**src/rtl/game_ctrl_if.sv**
```systemverilog
// Pong match-sequencer signal bundle.
// master: the side that drives the start button and the ball-logic miss pulses.
// slave : the game_ctrl sequencer, which drives the registered control and score outputs.
interface game_ctrl_if;
    logic       start;
    logic       miss_p1;
    logic       miss_p2;
    logic       play_en;
    logic       ball_rst;
    logic       serve_dir;
    logic [3:0] score_p1;
    logic [3:0] score_p2;
    logic [1:0] winner;
    logic [2:0] state;

    modport master (
        output start, miss_p1, miss_p2,
        input  play_en, ball_rst, serve_dir, score_p1, score_p2, winner, state
    );

    modport slave (
        input  start, miss_p1, miss_p2,
        output play_en, ball_rst, serve_dir, score_p1, score_p2, winner, state
    );
endinterface

```
**src/rtl/game_ctrl.sv**
```systemverilog
// Pong match sequencer.
// Gates the paddle/ball datapath (play_en), recentres the ball between points
// (ball_rst), keeps both scores and latches the winner until a new start.
// Optional feature: define GAME_CTRL_PAUSE_EN to allow pausing PLAY with the
// start button. Without it there is no PAUSED state and encoding 5 never appears.
module game_ctrl #(
    parameter int unsigned CLK_HZ    = 10_000_000,
    parameter int unsigned PAUSE_MS  = 1000,
    parameter int unsigned WIN_SCORE = 7
) (
    input logic       clk,
    input logic       rst,
    game_ctrl_if.slave bus
);
    localparam int unsigned PAUSE_CYC = (CLK_HZ / 1000) * PAUSE_MS;
    localparam int unsigned CW        = $clog2(PAUSE_CYC + 1);
    localparam logic [CW-1:0] CNT_LAST = CW'(PAUSE_CYC - 1);
    localparam logic [3:0]    WIN      = 4'(WIN_SCORE);

    localparam logic [2:0] S_IDLE   = 3'd0;
    localparam logic [2:0] S_SERVE  = 3'd1;
    localparam logic [2:0] S_PLAY   = 3'd2;
    localparam logic [2:0] S_POINT  = 3'd3;
    localparam logic [2:0] S_OVER   = 3'd4;
`ifdef GAME_CTRL_PAUSE_EN
    localparam logic [2:0] S_PAUSED = 3'd5;
`endif

    logic [2:0]    r_state;
    logic [CW-1:0] r_cnt;
    logic          r_start_q;
    logic          r_play_en;
    logic          r_ball_rst;
    logic          r_serve_dir;
    logic [3:0]    r_score_p1;
    logic [3:0]    r_score_p2;
    logic [1:0]    r_winner;

    logic w_start_rise;
    logic w_pause_req;

    assign w_start_rise = bus.start & ~r_start_q;
`ifdef GAME_CTRL_PAUSE_EN
    assign w_pause_req  = w_start_rise;
`else
    assign w_pause_req  = 1'b0;
`endif

    // Match FSM: every output is a register updated alongside the state, so
    // play_en already reflects the state being entered.
    always_ff @(posedge clk) begin
        if (rst) begin
            r_state     <= S_IDLE;
            r_cnt       <= '0;
            r_start_q   <= 1'b0;
            r_play_en   <= 1'b0;
            r_ball_rst  <= 1'b0;
            r_serve_dir <= 1'b0;
            r_score_p1  <= '0;
            r_score_p2  <= '0;
            r_winner    <= 2'b00;
        end else begin
            r_start_q  <= bus.start;
            r_ball_rst <= 1'b0;
            case (r_state)
                S_IDLE, S_OVER: begin
                    r_play_en <= 1'b0;
                    if (w_start_rise) begin
                        r_score_p1 <= '0;
                        r_score_p2 <= '0;
                        r_winner   <= 2'b00;
                        r_ball_rst <= 1'b1;
                        r_cnt      <= '0;
                        r_state    <= S_SERVE;
                    end
                end
                S_SERVE: begin
                    if (r_cnt == CNT_LAST) begin
                        r_cnt     <= '0;
                        r_play_en <= 1'b1;
                        r_state   <= S_PLAY;
                    end else begin
                        r_cnt     <= r_cnt + CW'(1);
                        r_play_en <= 1'b0;
                    end
                end
                S_PLAY: begin
                    // A pause request outranks a miss sampled in the same cycle.
                    if (w_pause_req) begin
                        r_play_en <= 1'b0;
`ifdef GAME_CTRL_PAUSE_EN
                        r_state   <= S_PAUSED;
`endif
                    end else if (bus.miss_p1 && bus.miss_p2) begin
                        r_play_en  <= 1'b0;
                        r_ball_rst <= 1'b1;
                        r_cnt      <= '0;
                        r_state    <= S_SERVE;
                    end else if (bus.miss_p1) begin
                        r_play_en   <= 1'b0;
                        r_score_p2  <= r_score_p2 + 4'd1;
                        r_serve_dir <= 1'b0;
                        r_state     <= S_POINT;
                    end else if (bus.miss_p2) begin
                        r_play_en   <= 1'b0;
                        r_score_p1  <= r_score_p1 + 4'd1;
                        r_serve_dir <= 1'b1;
                        r_state     <= S_POINT;
                    end else begin
                        r_play_en <= 1'b1;
                    end
                end
                S_POINT: begin
                    r_play_en <= 1'b0;
                    if (r_score_p1 == WIN) begin
                        r_winner <= 2'b01;
                        r_state  <= S_OVER;
                    end else if (r_score_p2 == WIN) begin
                        r_winner <= 2'b10;
                        r_state  <= S_OVER;
                    end else begin
                        r_ball_rst <= 1'b1;
                        r_cnt      <= '0;
                        r_state    <= S_SERVE;
                    end
                end
`ifdef GAME_CTRL_PAUSE_EN
                S_PAUSED: begin
                    if (w_start_rise) begin
                        r_play_en <= 1'b1;
                        r_state   <= S_PLAY;
                    end else begin
                        r_play_en <= 1'b0;
                    end
                end
`endif
                default: begin
                    r_play_en <= 1'b0;
                    r_state   <= S_IDLE;
                end
            endcase
        end
    end

    assign bus.play_en   = r_play_en;
    assign bus.ball_rst  = r_ball_rst;
    assign bus.serve_dir = r_serve_dir;
    assign bus.score_p1  = r_score_p1;
    assign bus.score_p2  = r_score_p2;
    assign bus.winner    = r_winner;
    assign bus.state     = r_state;
endmodule

```
**src/flat_wrapper.sv**
```systemverilog
// flat-port wrapper written by rule: the top's interface ports become plain ports
module game_ctrl_flat 
#(
    parameter int unsigned CLK_HZ    = 10_000_000,
    parameter int unsigned PAUSE_MS  = 1000,
    parameter int unsigned WIN_SCORE = 7
)
  (clk, rst, bus_start, bus_miss_p1, bus_miss_p2, bus_play_en, bus_ball_rst, bus_serve_dir, bus_score_p1, bus_score_p2, bus_winner, bus_state);
  game_ctrl_if bus_i ();
  input logic clk;
  input logic rst;
  input wire logic [$bits(bus_i.start)-1:0] bus_start;
  input wire logic [$bits(bus_i.miss_p1)-1:0] bus_miss_p1;
  input wire logic [$bits(bus_i.miss_p2)-1:0] bus_miss_p2;
  output wire logic [$bits(bus_i.play_en)-1:0] bus_play_en;
  output wire logic [$bits(bus_i.ball_rst)-1:0] bus_ball_rst;
  output wire logic [$bits(bus_i.serve_dir)-1:0] bus_serve_dir;
  output wire logic [$bits(bus_i.score_p1)-1:0] bus_score_p1;
  output wire logic [$bits(bus_i.score_p2)-1:0] bus_score_p2;
  output wire logic [$bits(bus_i.winner)-1:0] bus_winner;
  output wire logic [$bits(bus_i.state)-1:0] bus_state;
  assign bus_i.start = bus_start;
  assign bus_i.miss_p1 = bus_miss_p1;
  assign bus_i.miss_p2 = bus_miss_p2;
  assign bus_play_en = bus_i.play_en;
  assign bus_ball_rst = bus_i.ball_rst;
  assign bus_serve_dir = bus_i.serve_dir;
  assign bus_score_p1 = bus_i.score_p1;
  assign bus_score_p2 = bus_i.score_p2;
  assign bus_winner = bus_i.winner;
  assign bus_state = bus_i.state;
  game_ctrl #(.CLK_HZ(CLK_HZ), .PAUSE_MS(PAUSE_MS), .WIN_SCORE(WIN_SCORE)) u_core (.clk(clk), .rst(rst), .bus(bus_i));
endmodule
```
**config.mk**
```make
export PLATFORM = sky130hd
export DESIGN_NAME = game_ctrl_flat
export DESIGN_NICKNAME = d
export VERILOG_FILES = /design/src/rtl/game_ctrl_if.sv /design/src/rtl/game_ctrl.sv /design/src/flat_wrapper.sv
export SDC_FILE = /design/constraint.sdc
export NUM_CORES = 1
export LEC_CHECK = 0
export ABC_CLOCK_PERIOD_IN_PS = 2400
export CORE_UTILIZATION = 25
export CTS_BUF_LIST = sky130_fd_sc_hd__clkbuf_16
export CTS_CLUSTER_DIAMETER = 100
export DETAILED_ROUTE_END_ITERATION = 10
export SLEW_MARGIN = 0
export SYNTH_ARGS = -nofsm -noshare
export SYNTH_HDL_FRONTEND = slang
export SYNTH_SLANG_ARGS = --single-unit
```
**constraint.sdc**
```tcl
create_clock -name clk -period 2.4 [get_ports clk]
set_input_delay 0.48 -clock clk [delete_from_list [all_inputs] [get_ports clk]]
set_output_delay 0.48 -clock clk [all_outputs]
set_load 0.03 [all_outputs]
```
# Yosys cells after proc, flatten, opt, wreduce, memory -nomap -nowiden
# Index checks and enable logic that the tools add are counted.
[totals]
ff_bits = 41
in_bits = 5
output_inout_bits = 16
elab_cells = 84
[op_classes]
n_addsub = 3
n_eq_ne = 18
muxes = 38
bitwise = 3
reduce_logical = 13
[op_table]
columns = ["op", "count"]
rows = [
  ["$mux 24", 5],
  ["$pmux 24 s4", 1],
  ["$add 24x1->24 const B", 1],
  ["$eq 24x24->1 const B", 1],
  ["$mux 4", 6],
  ["$mux 3", 7],
  ["$pmux 4 s2", 2],
  ["$ne 2x2->1 const B", 6],
  ["$pmux 3 s4", 1],
  ["$mux 1", 10],
  ["$reduce_and 5->1", 2],
  ["$reduce_and 3->1", 3],
  ["$add 4x1->4 const B", 2],
  ["$eq 4x3->1 const B", 2],
  ["$eq 3x2->1 const B", 2],
  ["$mux 2", 3],
  ["$ne 2x1->1 const B", 3],
  ["$reduce_bool 2->1", 3],
  ["$ne 4x3->1 const B", 1],
  ["$pmux 2 s2", 1],
  ["$reduce_and 4->1", 1],
  ["$reduce_bool 4->1", 1],
  ["$eq 3x1->1 const B", 1],
  ["$eq 3x3->1 const B", 1],
  ["other kinds (8)", 9],
]

# Logic depth before layout (Yosys ltp)
[depth]
word_depth = 5
depth_mapped = 8
ltp_nobuf = 6

# Worst setup path before layout
# No wires, ideal clock.
[synth_path]
path_type = "reg2reg"
from = "reg u_core.r_state[0], in the netlist u_core.bus.state[0]"
to = "reg u_core.r_cnt[0]"
setup_time_ns = 0.117
arrival_time_ns = 1.942
required_ns = 2.283
slack_ns = 0.341
stages_incl_launch_ff = 9
n_path_buf = 3
period_less_slack_ns = 2.059
cell_sequence = "dfxtp_1 buf_6 or4b_4 o21ai_4 buf_4 nand2_1 o21bai_2 buf_2 nor2_1"
[synth_via]
elab_chain_len = 4
word_cells_on_any_way = 13
classes_between = "eq/ne: 8; mux: 1; reduce/logical: 4"
[synth_lines]
columns = ["element", "line", "source"]
rows = [
  ["from (decl)", "game_ctrl.sv:29", "logic [2:0] r_state;"],
  ["from (signal assigned)", "game_ctrl.sv:53", "r_state <= S_IDLE;"],
  ["from (signal assigned)", "game_ctrl.sv:74", "r_state <= S_SERVE;"],
  ["from (signal assigned)", "game_ctrl.sv:81", "r_state <= S_PLAY;"],
  ["$eq 3x3->1 / $logic_not 3->1 (equally long branches)", "game_ctrl.sv:65", "case (r_state)"],
  ["$reduce_or 2->1", "game_ctrl.sv:65", ""],
  ["$reduce_bool 4->1 (no line) / $ne 2x1->1 (equally long branches)", "--", ""],
  ["$reduce_and 5->1 (no line)", "--", ""],
  ["to (signal assigned)", "game_ctrl.sv:83", "r_cnt <= r_cnt + CW'(1);"],
  ["to (decl)", "game_ctrl.sv:30", "logic [CW-1:0] r_cnt;"],
]
# Several ways; a longest one is shown, not always the timed one.
# A chain may end at the register's enable or synchronous reset.

# Final worst setup path
[layout_path]
from = "in bus_start"
to = "reg u_core.r_cnt[14]"
[layout_via]
elab_chain_len = 3
[layout_lines]
columns = ["element", "line", "source"]
rows = [
  ["from (decl)", "flat_wrapper.sv:12", "input wire logic [$bits(bus_i.start)-1:0] bus_start;"],
  ["$and 1x1->1", "game_ctrl.sv:42", "assign w_start_rise = bus.start & ~r_start_q;"],
  ["$ne 2x1->1 (no line)", "--", ""],
  ["$reduce_and 5->1 (no line)", "--", ""],
]
# No other way between the ends.

==> flow_summary.json <==
{
  "clkTransAtPathRegs_ns": 0.06,
  "critPathLaunch": "bus_start",
  "clock_latency_ns": 0.28,
  "ys_types": 44,
  "cts_tree": "yes",
  "finalHoldViolCount": 0,
  "routed_wl_um": 4800,
  "ys_warn_count": 0,
  "fin_ws_ns": 0.227,
  "start_kind": "primary input",
  "slew_violations": 0,
  "htreeDepth": 2,
  "cts_resized": 0,
  "crit_fanout": 9,
  "ys.flop_type": "dfxtp_1",
  "dieArea_mm2": 0.00870,
  "gp_congestion": 0.786,
  "crit_required_ns": 2.61,
  "p_leak_nw": 0.903,
  "placed_area_mm2": 0.00247,
  "area_delta_synth_final_pct": 26.5,
  "drv_cap": 0,
  "synth_edf_count": 0,
  "ctsHoldBuffers": 0,
  "ff_latch_area_um2": 821,
  "endpoint": "u_core.r_cnt[14]$_SDFFE_PP0P_",
  "slew_headroom": 0.675,
  "via_count": 1874,
  "hp-class": "flop to flop",
  "num_antenna_cells": 0,
  "synth.top_cell.area_share": 0.394,
  "cellPowerDensity_mw_per_mm2": 611,
  "drt_iter0_drc": 95,
  "overflow": 0,
  "ys_seq_area_frac": 0.394,
  "async_flop_share": 0,
  "rsz0062_at_grt": "false",
  "multiInputGateArea_mm2": 0.00118,
  "via_per_inst": 4.88,
  "rows": 32,
  "cts_buffer_depth": 2,
  "grt_pass1_wl_um": 7830,
  "fin_crit_ns": 2.17,
  "ys_ff_latch": 41,
  "critPathCaptureType": "flop",
  "layout_common_cells": "41 x dfxtp_1, 26 x nor2_1, 26 x a21oi_1",
  "drc": 0,
  "wl_per_cell_um": 12.5,
  "core-area_mm2": 0.00789,
  "whs_ns": 0.473,
  "status": "completed",
  "setup_viol_count_final": 0,
  "slowest_stage": "clkdlybuf4s50_1",
  "ir_worst_vdd_uv": 369,
  "syn_nets": 261,
  "reg2reg_to": "u_core.r_cnt[14]$_SDFFE_PP0P_",
  "path_cells": "clkdlybuf4s50_1 > or4b_4 > o21ai_4 > nand4_2 > or3_1 > a21oi_1",
  "dpl_worst_slack_ns": -0.0600,
  "reg2reg_slack_ns": 0.48,
  "synth.area.top_cells": "dfxtp_1 39%, a21oi_1 6.3%, nor2_1 4.7%, o21ai_0 3.6%, or3_1 3.6%",
  "timing.fmax_ghz": 0.460,
  "grt_usage": 0.114,
  "tns_ns": 0,
  "final_common_cell": "dfxtp_1",
  "syn_avg_cell_area_um2": 8.29,
  "finalCritPeriodShare": 0.905,
  "grt_max_degree": 23,
  "nFillCells": 801,
  "finalInstanceArea_mm2": 0.00263,
  "syn_area_mm2": 0.00208,
  "worst-setup-path-type": "primary input to flop",
  "antenna_found_initial": 0,
  "ctsRootBufferMaster": "clkbuf_16",
  "r2r-start": "u_core.bus.state[2]$_SDFFE_PP0P_",
  "postCtsSetupRepairBufs": 0,
  "port_buffers": 20,
  "drive_gt1_frac": 0.0887,
  "ios": 21,
  "first_global_vias": 1690,
  "yosys.area.top_type": "dfxtp_1",
  "numCtsBuffers": 5,
  "cts.sinks": 41,
  "worst_pin_slew_ns": 0.486,
  "cpPeakStageDelay_ns": 0.51,
  "worstPathArrival_ns": 2.39,
  "die_x_um": 93.3,
  "start_util": 0.264,
  "r2r_cells": 5,
  "die_height_um": 93.3,
  "ant_nets": 0,
  "synth_cells": 251,
  "dp_hpwl_um": 3480,
  "fin_skew_ns": 0.00627,
  "dr.pass1.iters": 4,
  "nNetsFinal": 291
}
where the power goes:
part / total (mW) / switching (mW) / internal, mW / leakage (nW)
combinational: 0.161 / 0.0919 / 0.0694 / 0.489
clock: 0.744 / 0.261 / 0.483 / 0.0826
sequential: 0.703 / 0.0106 / 0.692 / 0.331
cell usage after synthesis, types with 3 or more instances:
cell / instances
nor2_1: 26
or3_1: 12
clkbuf_1: 6
a31oi_1: 5
dfxtp_1: 41
nand3_1: 10
a21oi_1: 26
nand2_1: 16
nand4_1: 11
nand3b_1: 3
ha_1: 5
nor2b_1: 5
xor2_1: 8
and4_1: 3
inv_1: 7
and2_1: 6
and3_1: 7
xnor2_1: 4
o21ai_0: 15
nor3b_1: 3
nor3_1: 5
area by class of cell:
cell class | count | share of cell area
Clock buffer | 5 | 0.0475
Clock inverter | 3 | 0.0143
Timing Repair Buffer | 34 | 0.121
Sequential cell | 41 | 0.312
Multi-Input combinational cell | 192 | 0.448
Tap cell | 102 | 0.0485
Inverter | 7 | 0.00998
routing by layer:
| layer | track usage | wire length, um |
|---|---|---|
| met5 | 0 | 0 |
| met4 | 0.0462 | 76 |
| met3 | 0.0195 | 158 |
| met2 | 0.178 | 2130 |
| met1 | 0.155 | 2430 |
worst min-delay path by stage:
stage / cells after the start / end / from
floorplan: 2 / u_core.r_cnt[1]$_SDFFE_PP0P_ / u_core.r_cnt[1]$_SDFFE_PP0P_
global placement: 2 / u_core.r_cnt[1]$_SDFFE_PP0P_ / u_core.r_cnt[1]$_SDFFE_PP0P_
detailed placement: 2 / u_core.r_cnt[1]$_SDFFE_PP0P_ / u_core.r_cnt[1]$_SDFFE_PP0P_
CTS: 2 / u_core.r_cnt[1]$_SDFFE_PP0P_ / u_core.r_cnt[1]$_SDFFE_PP0P_
global route: 2 / u_core.r_cnt[1]$_SDFFE_PP0P_ / u_core.r_cnt[1]$_SDFFE_PP0P_
finish: 2 / u_core.r_cnt[1]$_SDFFE_PP0P_ / u_core.r_cnt[1]$_SDFFE_PP0P_
state kept, by name, indices dropped and copies added, names as in the netlist:
name	cells
u_core.bus.ball_rst	1
u_core.bus.play_en	1
u_core.bus.score_p1	4
u_core.bus.score_p2	4
u_core.bus.serve_dir	1
u_core.bus.state	3
u_core.bus.winner	2
u_core.r_cnt	24
u_core.r_start_q	1
through the flow:
stage	util	total power, mW	std cells
after CTS	0.334	1.62	384
after floorplan	-	0.816	251
final	0.334	1.61	384
after global routing	0.334	1.67	384
after global placement	0.313	0.877	376
after detailed placement	0.313	0.879	376
worst max-delay path, delay by kind of cell:
kind            cells  cell delay, ns
compound gates      2            0.25
buf+inv             1            0.51
simple gates        3            1.14
cell families (layout without fill, tap and decap cells):
kind of cell | count (synthesis) | in the layout | synth area share
muxes | 1 | 1 | 0.00481
adders and majority gates | 5 | 5 | 0.0300
DFF | 41 | 41 | 0.394
AOI/OAI and AO/OA | 56 | 56 | 0.157
and+or+nand+nor | 118 | 118 | 0.324
xor gates and xnor gates | 12 | 12 | 0.0505
buffers and inverters | 18 | 49 | 0.0397
(Power assumes the default switching activity.)
